<file path="src/rtl/led_pattern_encoder_if.sv">
// Command handshake between the MCU/AXI-GPIO issuer and the LED pattern encoder.
// The issuer holds cmd_valid and its payload stable until cmd_ready is seen.
interface led_pattern_encoder_if;
  logic       cmd_valid;
  logic       cmd_ready;
  logic [1:0] cmd_type;
  logic [3:0] cmd_count;

  modport master (
    output cmd_valid,
    output cmd_type,
    output cmd_count,
    input  cmd_ready
  );

  modport slave (
    input  cmd_valid,
    input  cmd_type,
    input  cmd_count,
    output cmd_ready
  );
endinterface

</file>
<file path="src/rtl/led_pattern_encoder.sv">
// Turns short/long blink bursts and steady on/off commands into timed LED
// waveforms; every blink is followed by a dark gap, including the last one.
module led_pattern_encoder #(
  parameter int unsigned CLK_HZ         = 27000000,
  parameter int unsigned SHORT_MS       = 50,
  parameter int unsigned LONG_MS        = 300,
  parameter int unsigned GAP_MS         = 150,
  parameter bit          LED_ACTIVE_LOW = 1'b0
) (
  input  logic                  clk,
  input  logic                  rstn,
  led_pattern_encoder_if.slave  cmd,
  output logic                  led_out,
  output logic                  busy
);

  localparam int unsigned MS_TICKS    = (CLK_HZ / 1000 > 0) ? CLK_HZ / 1000 : 1;
  localparam logic [31:0] SHORT_TICKS = MS_TICKS * SHORT_MS;
  localparam logic [31:0] LONG_TICKS  = MS_TICKS * LONG_MS;
  localparam logic [31:0] GAP_TICKS   = MS_TICKS * GAP_MS;

  typedef enum logic [1:0] {
    ST_IDLE,
    ST_ON,
    ST_GAP,
    ST_STEADY
  } state_e;

  state_e      state_q, state_d;
  logic [31:0] tick_q, tick_d;
  logic [31:0] on_ticks_q, on_ticks_d;
  logic [3:0]  pulses_q, pulses_d;
  logic        led_lit_q, led_lit_d;
  logic        busy_q, busy_d;
  logic        accept;

  assign cmd.cmd_ready = rstn & ((state_q == ST_IDLE) | (state_q == ST_STEADY));
  assign accept        = cmd.cmd_valid & cmd.cmd_ready;

  always_comb begin
    state_d    = state_q;
    tick_d     = tick_q;
    on_ticks_d = on_ticks_q;
    pulses_d   = pulses_q;
    led_lit_d  = led_lit_q;
    unique case (state_q)
      ST_IDLE, ST_STEADY: begin
        if (accept) begin
          unique case (cmd.cmd_type)
            2'd0, 2'd1: begin
              on_ticks_d = (cmd.cmd_type == 2'd0) ? SHORT_TICKS : LONG_TICKS;
              pulses_d   = (cmd.cmd_count == 4'd0) ? 4'd1 : cmd.cmd_count;
              tick_d     = '0;
              led_lit_d  = 1'b1;
              state_d    = ST_ON;
            end
            2'd2: begin
              led_lit_d = 1'b1;
              state_d   = ST_STEADY;
            end
            default: begin
              led_lit_d = 1'b0;
              state_d   = ST_IDLE;
            end
          endcase
        end
      end
      ST_ON: begin
        led_lit_d = 1'b1;
        if (tick_q == on_ticks_q - 32'd1) begin
          tick_d    = '0;
          pulses_d  = (pulses_q != 4'd0) ? pulses_q - 4'd1 : pulses_q;
          led_lit_d = 1'b0;
          state_d   = ST_GAP;
        end else begin
          tick_d = tick_q + 32'd1;
        end
      end
      default: begin
        led_lit_d = 1'b0;
        if (tick_q == GAP_TICKS - 32'd1) begin
          tick_d = '0;
          if (pulses_q != 4'd0) begin
            led_lit_d = 1'b1;
            state_d   = ST_ON;
          end else begin
            state_d = ST_IDLE;
          end
        end else begin
          tick_d = tick_q + 32'd1;
        end
      end
    endcase
    // Registered from the next state so busy lines up with led_lit.
    busy_d = (state_d == ST_ON) | (state_d == ST_GAP);
  end

  always_ff @(posedge clk) begin
    if (!rstn) begin
      state_q    <= ST_IDLE;
      tick_q     <= '0;
      on_ticks_q <= '0;
      pulses_q   <= '0;
      led_lit_q  <= 1'b0;
      busy_q     <= 1'b0;
    end else begin
      state_q    <= state_d;
      tick_q     <= tick_d;
      on_ticks_q <= on_ticks_d;
      pulses_q   <= pulses_d;
      led_lit_q  <= led_lit_d;
      busy_q     <= busy_d;
    end
  end

  always_ff @(posedge clk) begin
    assert (SHORT_MS >= 1 && LONG_MS >= 1 && GAP_MS >= 1)
      else $error("led_pattern_encoder: SHORT_MS, LONG_MS and GAP_MS must be >= 1");
  end

  assign led_out = led_lit_q ^ LED_ACTIVE_LOW;
  assign busy    = busy_q;

endmodule

</file>
<file path="src/flat_wrapper.sv">
// flat-port wrapper written by rule: the top's interface ports become plain ports
module led_pattern_encoder_flat 
#(
  parameter int unsigned CLK_HZ         = 27000000,
  parameter int unsigned SHORT_MS       = 50,
  parameter int unsigned LONG_MS        = 300,
  parameter int unsigned GAP_MS         = 150,
  parameter bit          LED_ACTIVE_LOW = 1'b0
)
  (clk, rstn, led_out, busy, cmd_cmd_valid, cmd_cmd_type, cmd_cmd_count, cmd_cmd_ready);
  led_pattern_encoder_if cmd_i ();
  input  logic clk;
  input  logic rstn;
  output logic led_out;
  output logic busy;
  input wire logic [$bits(cmd_i.cmd_valid)-1:0] cmd_cmd_valid;
  input wire logic [$bits(cmd_i.cmd_type)-1:0] cmd_cmd_type;
  input wire logic [$bits(cmd_i.cmd_count)-1:0] cmd_cmd_count;
  output wire logic [$bits(cmd_i.cmd_ready)-1:0] cmd_cmd_ready;
  assign cmd_i.cmd_valid = cmd_cmd_valid;
  assign cmd_i.cmd_type = cmd_cmd_type;
  assign cmd_i.cmd_count = cmd_cmd_count;
  assign cmd_cmd_ready = cmd_i.cmd_ready;
  led_pattern_encoder #(.CLK_HZ(CLK_HZ), .SHORT_MS(SHORT_MS), .LONG_MS(LONG_MS), .GAP_MS(GAP_MS), .LED_ACTIVE_LOW(LED_ACTIVE_LOW)) u_core (.clk(clk), .rstn(rstn), .cmd(cmd_i), .led_out(led_out), .busy(busy));
endmodule
</file>
<file path="config.mk">
export PLATFORM = sky130hd
export DESIGN_NAME = led_pattern_encoder_flat
export DESIGN_NICKNAME = d
export VERILOG_FILES = /design/src/rtl/led_pattern_encoder_if.sv /design/src/rtl/led_pattern_encoder.sv /design/src/flat_wrapper.sv
export SDC_FILE = /design/constraint.sdc
export NUM_CORES = 1
export LEC_CHECK = 0
export ABC_AREA = 1
export CAP_MARGIN = 20
export CORE_UTILIZATION = 45
export DETAILED_ROUTE_END_ITERATION = 10
export GPL_ROUTABILITY_DRIVEN = 0
export PLACE_DENSITY = 0.71
export SLEW_MARGIN = 30
export SYNTH_ARGS = -nofsm -noshare
export SYNTH_HDL_FRONTEND = slang
export SYNTH_SLANG_ARGS = --single-unit
</file>
<file path="constraint.sdc">
create_clock -name clk -period 4.95 [get_ports clk]
set_input_delay 0.495 -clock clk [delete_from_list [all_inputs] [get_ports clk]]
set_output_delay 0.495 -clock clk [all_outputs]
set_load 0.03 [all_outputs]
</file>
==> impl_metrics.json, run 1 <==
{
  "status": "complete, no violations",
  "remaining_drc_errors": 0,
  "postCtsHoldBufs": 0,
  "area_delta_synth_final_pct": 8.22,
  "ys_warn_count": 0,
  "cts_tree": "done",
  "final_area_mm2": 0.00343,
  "worst-path-buf-inv": 2,
  "internal-power_uw": 531,
  "clock_skew_ps": 11.5,
  "rsz0062_at_grt": "false",
  "hold_depth": 2,
  "post-route-period-util_pct": 58.9,
  "synthXorXnorAreaFrac_pct": 9.13,
  "path_clk_slew_ps": 90,
  "finalSetupTns_ps": 0,
  "cp.arrival_ps": 3120,
  "crit_fanout": 18,
  "synth.distinct_cells": 38,
  "ys_ff_latch": 43,
  "io-pin-count": 12,
  "reg2reg_depth": 16,
  "die_w_um": 85.9,
  "synth_nets": 500,
  "grt_pass1_wl_um": 13200,
  "path_class": "reg -> reg",
  "critPathMaxStageDelay_ps": 510,
  "cts_root_buffer": "clkbuf_8",
  "r2r_start": "u_core.on_ticks_q[18]$_SDFFE_PN0P_",
  "netlist_area_mm2": 0.00317,
  "cts_made_buffers": 5,
  "ant_nets": 0,
  "die-area_mm2": 0.00738,
  "grt_pass1_vias": 2820,
  "power.switching_uw": 265,
  "yosys.area_share.simple_pct": 41.7,
  "setup_violations": 0,
  "ff2ff_setup_slack_ps": 2040,
  "vias": 3007,
  "layout-drive-gt1-share_pct": 10.0,
  "regToRegEndpoint": "u_core.tick_q[19]$_SDFFE_PN0P_",
  "slew_violations": 0,
  "grt_start_max_net_pins": 35,
  "drt-initial-drc-count": 242,
  "numClockSinks": 43,
  "core.rowCount": 30,
  "ys_seq_area_share_pct": 27.2,
  "post-dp-hpwl_um": 5750,
  "via_per_inst": 5.15,
  "synth_mux_area_share_pct": 0,
  "cts_resized": 0,
  "crit_cells": 16,
  "min_period_ps": 2910,
  "clkPwrFrac_pct": 31.1,
  "critical_path.top_delay_family": "simple AND/OR/NAND/NOR gates",
  "wl_per_cell_um": 13.0,
  "synthAdderAreaFrac_pct": 3.16,
  "start_util_pct": 46.6,
  "synth.avg_cell_area_um2": 6.56,
  "startpoint_type": "flip-flop",
  "antenna_found_initial": 0,
  "hold_violations": 0,
  "worstHoldStart": "u_core.pulses_q[3]$_SDFFE_PN0P_",
  "fin_nets": 504,
  "p_per_area_mw_per_mm2": 232,
  "leakage_uw": 0.00128,
  "grtUsageTotal_pct": 22.3,
  "numPortBuffers": 11,
  "cap_violations": 0,
  "cp.required_ps": 5150,
  "synth_top_family_by_area": "simple AND/OR/NAND/NOR gates",
  "switching_share_pct": 33.3,
  "worstHoldEndpoint": "u_core.pulses_q[3]$_SDFFE_PN0P_",
  "clock_latency_ps": 300,
  "die_height_um": 85.9,
  "antenna_cells": 0,
  "place_area_mm2": 0.00333,
  "slew_headroom_pct": 65.8,
  "clockBufferDepth": 2,
  "drtPass1Iterations": 5,
  "crit_chain": "inv_1 -> ha_1 -> nand2_4 -> inv_2 -> ha_1 -> xor2_1 -> nand3_1 -> nor2_1 -> nand2_2 -> nor2_2 -> nand3_2 -> nand2_4 -> nand2_8 -> nand2_8 -> nor2_2 -> o21a_1",
  "worst_hold_path_type": "reg -> reg",
  "fillers": 695,
  "worst_slew_pin_slew_ps": 512,
  "irDropWorstVdd_v": 0.000147,
  "htree_levels": 2,
  "p_seq_share_pct": 45.8,
  "gr-total-overflow": 0,
  "routed_wl_um": 7580,
  "pwr-share-comb_pct": 23.1,
  "post_cts_buffers": 0,
  "critPathCaptureType": "flip-flop",
  "coreArea_mm2": 0.00679,
  "cp_slowest_cell": "dfxtp_1",
  "fmax_ghz": 0.343,
  "synthCells": 483,
  "synth-compound-area-share_pct": 10.2
}
[per-stage QoR]
| step | setup slack [ps] | power, uW | instances | hold slack, ps | utilization [%] |
|---|---|---|---|---|---|
| 2_1_floorplan | 2430 | 511 | 483 | 445 | - |
| 3_3_place_gp | 1860 | 553 | 576 | 457 | 49.0 |
| 3_5_place_dp | 1790 | 556 | 576 | 456 | 49.0 |
| 4_1_cts | 2030 | 803 | 584 | 471 | 50.4 |
| 5_1_grt | 1770 | 845 | 584 | 503 | 50.4 |
| 6_report | 2040 | 796 | 584 | 472 | 50.4 |
[worst min-delay path, cell delays in order (launching register included)]
cell and delay, ps:
dfxtp_1 320, nand2_1 60, a21oi_1 60
[cells in the mapped netlist, drive strengths merged]
cell	instances	share of area (%)
dfxtp	43	27
inv	51	6.0
o21a	7	1.7
a21oi	32	5.3
nor3	9	2.1
xor2	26	7.2
nand2	123	16
nor4	3	0.59
o21bai	1	0.24
or2	9	1.8
a211oi	2	0.47
nand3b	2	0.47
o21ai	15	2.4
ha	8	3.2
clkinv	1	0.12
buf	6	1.3
o22ai	1	0.20
nand4	17	3.8
xnor2	7	1.9
nand3	40	7.2
nor2	71	9.7
clkbuf	9	1.2
[power by group through the flow]
stage	Clock, uW	Combinational, uW	Sequential [uW]
floorplan	0	136	375
global placement	0	181	372
detailed placement	0	184	373
CTS	253	185	365
global route	269	210	366
finish	247	184	365
[area by class of cell]
type | count | area, um2 | area share, %
Clock buffer | 6 | 82.6 | 2.41
Clock inverter | 2 | 16.3 | 0.475
Sequential cell | 43 | 861 | 25.1
Multi-Input combinational cell | 373 | 2030 | 59.3
Timing Repair Buffer | 12 | 118 | 3.43
Inverter | 52 | 196 | 5.73
Tap cell | 96 | 120 | 3.50
[flip-flops by register name (all words and copies together), names as in the netlist]
signal and count:
u_core.led_out 1, u_core.pulses_q 4, u_core.tick_q 32, u_core.on_ticks_q 3, u_core.state_q 2, u_core.busy 1
[worst max-delay path by stage]
stage / startpoint / end / slack, ps
after detailed placement: rstn / u_core.tick_q[26]$_SDFFE_PN0P_ / 1790
after global routing: u_core.on_ticks_q[18]$_SDFFE_PN0P_ / u_core.tick_q[5]$_SDFFE_PN0P_ / 1770
after CTS: u_core.on_ticks_q[18]$_SDFFE_PN0P_ / u_core.tick_q[24]$_SDFFE_PN0P_ / 2030
after floorplan: u_core.on_ticks_q[18]$_SDFFE_PN0P_ / u_core.tick_q[19]$_SDFFE_PN0P_ / 2430
final: u_core.on_ticks_q[18]$_SDFFE_PN0P_ / u_core.tick_q[19]$_SDFFE_PN0P_ / 2040
after global placement: rstn / u_core.tick_q[14]$_SDFFE_PN0P_ / 1860
[cell families after synthesis]
logic type,Yosys count
and+or+nand+nor,274
buffers and inverters,67
AOI/OAI and AO/OA,58
DFF,43
xor gates and xnor gates,33
adders and majority gates,8
[layout by cell type, fill, tap and decap left out, types with 10 or more instances in the layout]
cell type,instances
xor2_1,26
a21oi_1,30
nand4_1,15
dfxtp_1,43
o21ai_0,12
nand2_1,118
nor2_2,10
inv_1,43
nand3_1,36
clkdlybuf4s50_1,11
nor2_1,59
[routing by layer]
| layer | up-vias | track usage (%) | wire length, um |
|---|---|---|---|
| met5 | - | 0 | 0 |
| met4 | 0 | 6.52 | 121 |
| met3 | 12 | 3.08 | 421 |
| met2 | 75 | 38.5 | 3600 |
| met1 | 1356 | 29.0 | 3440 |
| li1 | 1564 | - | - |
Power figures use the tool's default switching activity.
==> run 2: changes to the inputs <==
PLACE_DENSITY = 0.73   (was 0.71)
clock period = 2.55 ns   (was 4.95 ns; I/O delays follow)
==> run 2 against run 1 <==
Count of clock-buffer cells in the layout stayed put; critical path depth stayed put; largest power group unchanged; largest cell class unchanged; first-iteration DRC count is 4.5% lower; sequential power is 94% higher; setup slack worse by 1900 ps; clock skew is 1.3 ps lower; global-route usage is 0.24 points higher; maximum frequency is 23% higher; register-to-register slack worse by 1900 ps.
==> impl_metrics.json, run 2 (synthesized netlist as in run 1, its figures left out) <==
{
  "leakage_uw": 0.00137,
  "power.switching_uw": 539,
  "vias": 3115,
  "hold_violations": 0,
  "fillers": 651,
  "remaining_drc_errors": 0,
  "io-pin-count": 12,
  "clkPwrFrac_pct": 34.0,
  "grt_pass1_vias": 2846,
  "wl_per_cell_um": 13.4,
  "drt-initial-drc-count": 231,
  "pwr-share-comb_pct": 24.5,
  "cap_violations": 0,
  "die_height_um": 85.9,
  "worst_hold_path_type": "reg -> reg",
  "gr-total-overflow": 0,
  "start_util_pct": 46.6,
  "seqCellArea_um2": 862,
  "critPathCaptureType": "flip-flop",
  "post-route-period-util_pct": 93.1,
  "hold_depth": 2,
  "largest_reg_flops": 32,
  "final_area_mm2": 0.00359,
  "irDropWorstVdd_v": 0.000254,
  "htree_levels": 2,
  "post-dp-hpwl_um": 5860,
  "slew_violations": 0,
  "slew_headroom_pct": 71.0,
  "p_per_area_mw_per_mm2": 473,
  "critPathMaxStageDelay_ps": 320,
  "cts_root_buffer": "clkbuf_8",
  "switching_share_pct": 31.7,
  "finalNonFillerCells": 599,
  "timing.hold.ws_ps": 470,
  "crit_chain": "buf_4 -> nor2_4 -> nand2_4 -> inv_2 -> ha_2 -> xor2_1 -> nand3_1 -> nor2_1 -> nand2_2 -> nor2_2 -> nand3_2 -> nand2_4 -> nand2_8 -> nand2_8 -> nor2_2 -> o21a_1",
  "cts_made_buffers": 5,
  "status": "complete, no violations",
  "die-area_mm2": 0.00738,
  "mostFrequentLayoutCells": "118 x nand2_1, 57 x nor2_1, 42 x inv_1, 42 x dfxtp_1, 36 x nand3_1",
  "via_per_inst": 5.20,
  "placed_cells": 584,
  "layout-drive-gt1-share_pct": 13.7,
  "cp_slowest_cell": "dfxtp_1",
  "reg2reg_depth": 16,
  "grtUsageTotal_pct": 22.6,
  "routed_wl_um": 8050,
  "min_period_ps": 2370,
  "crit_fanout": 10,
  "coreArea_mm2": 0.00679,
  "numPortBuffers": 11,
  "antenna_cells": 0,
  "grt_start_max_net_pins": 27,
  "p_seq_share_pct": 41.6,
  "cts_tree": "done",
  "fmax_ghz": 0.421,
  "layout_commonest_cell": "nand2_1",
  "finalSetupTns_ps": 0,
  "die_w_um": 85.9,
  "ant_nets": 0,
  "area_delta_synth_final_pct": 13.5,
  "path_clk_slew_ps": 90,
  "path_class": "reg -> reg",
  "drtPass1Iterations": 5,
  "postCtsHoldBufs": 0,
  "cp.required_ps": 2750,
  "numClockSinks": 43,
  "internal-power_uw": 1160,
  "grt_pass1_wl_um": 13300,
  "top_register": "u_core.tick_q",
  "clockBufferDepth": 2,
  "clock_skew_ps": 10.2,
  "place_area_mm2": 0.00339,
  "startpoint_type": "flip-flop",
  "fin_nets": 519,
  "clock_latency_ps": 300,
  "worst_slew_pin_slew_ps": 431,
  "top_regs": "u_core.tick_q: 32 flops, u_core.pulses_q: 4 flops, u_core.on_ticks_q: 3 flops",
  "cp.arrival_ps": 2570,
  "multi_input_comb_area_mm2": 0.00206,
  "antenna_found_initial": 0,
  "setup_violations": 0,
  "core.rowCount": 30
}
-- run 2: cell count changes in the layout (fill, tap and decap cells not counted), moves of 2 or more --
cell / change
buf_4: +13
nor2_1: -2
ha_1: -2
nor2_2: +2
-- run 2: path summary, 6_finish.rpt --
path	end	start	slack (ps)
worst max register to register	u_core.tick_q[23]$_SDFFE_PN0P_	u_core.on_ticks_q[18]$_SDFFE_PN0P_	180
worst max-delay path	u_core.tick_q[23]$_SDFFE_PN0P_	u_core.on_ticks_q[18]$_SDFFE_PN0P_	180
worst min register to register	u_core.pulses_q[3]$_SDFFE_PN0P_	u_core.pulses_q[3]$_SDFFE_PN0P_	470
worst min-delay path	u_core.pulses_q[3]$_SDFFE_PN0P_	u_core.pulses_q[3]$_SDFFE_PN0P_	470
-- run 2: worst max-delay path, delay by kind of cell, from the launching register on --
family                   cells  cell delay (ps)
AO/OA/AOI/OAI                1              160
AND/OR/NAND/NOR             11             1160
flip-flops                   1              320
buffers and inverters        2              220
adder cells (fa/ha/maj)      1              260
XOR/XNOR                     1              140
-- run 2: what timing repair did --
item / CTS / global route
resized for setup: 0 / 6
setup endpoints to repair: 0 / 25
setup buffers: 0 / 6
-- run 2: area by class of cell --
type | instances | area share [%]
inverter | 52 | 5.43
clock inverter | 2 | 0.975
multi-input combinational | 374 | 57.4
sequential | 43 | 24.0
tap | 96 | 3.34
timing repair buffer | 26 | 6.54
clock buffer | 6 | 2.30
-- run 2: power groups by stage --
stage | Sequential (uW) | Clock (uW) | Combinational (uW)
2_1_floorplan | 729 | 0 | 264
3_3_place_gp | 721 | 0 | 361
3_5_place_dp | 722 | 0 | 371
4_1_cts | 706 | 576 | 373
5_1_grt | 709 | 612 | 459
6_report | 707 | 578 | 416
-- run 2: through the flow --
stage	setup WS, ps	total power, uW	utilization [%]
floorplan	27.5	992	-
global placement	143	1080	49.9
detailed placement	38.8	1090	49.9
CTS	23.2	1660	51.6
global route	-8.34	1780	52.9
finish	175	1700	52.9
-- run 2: metal layers --
| metal | vias up | routed length, um | GRT usage (%) |
|---|---|---|---|
| met3 | 25 | 379 | 3.95 |
| met4 | 0 | 237 | 9.24 |
| met5 | - | 0 | 0 |
| met2 | 90 | 3750 | 37.1 |
| met1 | 1408 | 3690 | 29.2 |
| li1 | 1592 | - | - |
==> run 3: changes to the inputs <==
DONT_BUFFER_PORTS = 1   (was unset)
PLACE_DENSITY = 0.71   (was 0.73)
==> run 3 against run 2 <==
Combinational power fell by 9.9%; hold slack lost 400 ps; maximum frequency decreased by 0.49%; sequential cell count did not move; non-clock buffer count shrank 15; count of clock-buffer cells in the layout is 1 higher; via count down 2.7%; design area shrank 4.6%; cell count decreased by 2.5%; sequential share of layout area increased by 1.3 points; power down 10%; largest power group unchanged.
==> impl_metrics.json, run 3 (synthesized netlist as in run 1, its figures left out) <==
{
  "status": "complete, no violations",
  "drtPass1Iterations": 6,
  "fin_nets": 504,
  "setup_violations": 0,
  "slew_headroom_pct": 69.6,
  "clock_skew_ps": 3.05,
  "numClockSinks": 43,
  "coreArea_mm2": 0.00679,
  "post-route-period-util_pct": 93.6,
  "routed_wl_um": 8060,
  "remaining_drc_errors": 0,
  "core.rowCount": 30,
  "antenna_found_initial": 0,
  "grt_start_max_net_pins": 31,
  "layout_commonest_cell": "nand2_1",
  "io-pin-count": 12,
  "worst_hold_path_type": "in -> reg",
  "via_per_inst": 5.19,
  "timing.hold.ws_ps": 69.1,
  "clock_latency_ps": 300,
  "worst_slew_pin_slew_ps": 452,
  "die_height_um": 85.9,
  "final_area_mm2": 0.00343,
  "cts_made_buffers": 5,
  "cp.required_ps": 2750,
  "grtUsageMet3_pct": 3.75,
  "startpoint_type": "flip-flop",
  "fmax_ghz": 0.419,
  "clockBufferDepth": 2,
  "die-area_mm2": 0.00738,
  "critPathCaptureType": "flip-flop",
  "cts_tree": "done",
  "leakage_uw": 0.00128,
  "irDropWorstVdd_v": 0.000311,
  "grtUsageTotal_pct": 23.3,
  "crit_fanout": 8,
  "postCtsHoldBufs": 0,
  "largest_reg_flops": 32,
  "area_delta_synth_final_pct": 8.26,
  "grt_pass1_vias": 2962,
  "wl_per_cell_um": 13.8,
  "slew_violations": 0,
  "cap_violations": 0,
  "numPortBuffers": 0,
  "use_met1_pct": 28.8,
  "cts_root_buffer": "clkbuf_8",
  "gr-total-overflow": 0,
  "top_register": "u_core.tick_q",
  "place_area_mm2": 0.00328,
  "drt-initial-drc-count": 258,
  "post-dp-hpwl_um": 5840,
  "grt_pass1_wl_um": 13600,
  "min_period_ps": 2390,
  "grt_use_met2_pct": 40.5,
  "layout-drive-gt1-share_pct": 12.7,
  "top_regs": "u_core.tick_q: 32 flops, u_core.pulses_q: 4 flops, u_core.on_ticks_q: 3 flops",
  "p_per_area_mw_per_mm2": 445,
  "vias": 3031,
  "path_clk_slew_ps": 80,
  "htree_levels": 2,
  "cp.arrival_ps": 2580,
  "antenna_cells": 0,
  "hold_violations": 0,
  "path_class": "reg -> reg",
  "die_w_um": 85.9,
  "start_util_pct": 46.6,
  "ant_nets": 0,
  "mostFrequentLayoutCells": "118 x nand2_1, 58 x nor2_1, 42 x inv_1, 41 x dfxtp_1, 36 x nand3_1",
  "top_usage_layer": "met2"
}
-- run 3: timing repair --
action                                  CTS  global route
resized for setup                         0            10
buffers inserted                          0             2
endpoints found under the setup margin    0            32
endpoints found under the hold margin     0             0
-- run 3: final timing paths --
check                                                        start  depth (start not counted)                               to  slack [ps]
worst max-delay path            u_core.on_ticks_q[18]$_SDFFE_PN0P_                         16   u_core.tick_q[20]$_SDFFE_PN0P_         160
worst min-delay path                                          rstn                          2           u_core.busy$_SDFF_PN0_          70
worst max register to register  u_core.on_ticks_q[18]$_SDFFE_PN0P_                         16   u_core.tick_q[20]$_SDFFE_PN0P_         160
worst min register to register     u_core.pulses_q[3]$_SDFFE_PN0P_                          2  u_core.pulses_q[3]$_SDFFE_PN0P_         480
-- run 3: layout make-up --
| type | count | area, um2 |
|---|---|---|
| inverters | 52 | 195 |
| multi-input cells | 374 | 2070 |
| well taps | 96 | 120 |
| repair buffers | 11 | 98.8 |
| fillers | 681 | 3370 |
| flip-flops and latches | 43 | 866 |
| clock buffers | 7 | 76.3 |
| clock inverters | 1 | 5.00 |
-- run 3: through the flow --
stage	cells	power [uW]	setup TNS (ps)	setup WS [ps]	utilization (%)
global placement	573	1060	0	150	48.2
finish	584	1520	0	164	50.5
detailed placement	573	1070	0	68.2	48.2
CTS	581	1500	0	59.3	49.4
global route	584	1610	-2.02	-2.02	50.5
floorplan	483	992	0	27.5	-
-- run 3: power by group --
part           internal [uW]  switching [uW]
Clock                    193             239
Sequential               691            27.0
Combinational            126             249
-- run 3: worst max-delay path, stage by stage, from the launching register on --
cell,delay [ps]
dfxtp_4,370
inv_1,60
ha_2,200
nand2_4,90
inv_2,40
ha_1,270
xor2_1,190
nand3_1,100
nor2_2,130
nand2_2,50
nor2_2,80
nand3_2,110
nand2_4,120
nand2_8,110
nand2_8,140
nor2_2,40
o21a_1,160
-- run 3: per-layer routing --
metal	wire, um	vias to the layer above	part of all wire (%)
li1	-	1560	-
met3	395	20	4.9
met4	155	0	1.9
met2	3850	81	48
met5	0	-	0
met1	3660	1370	45
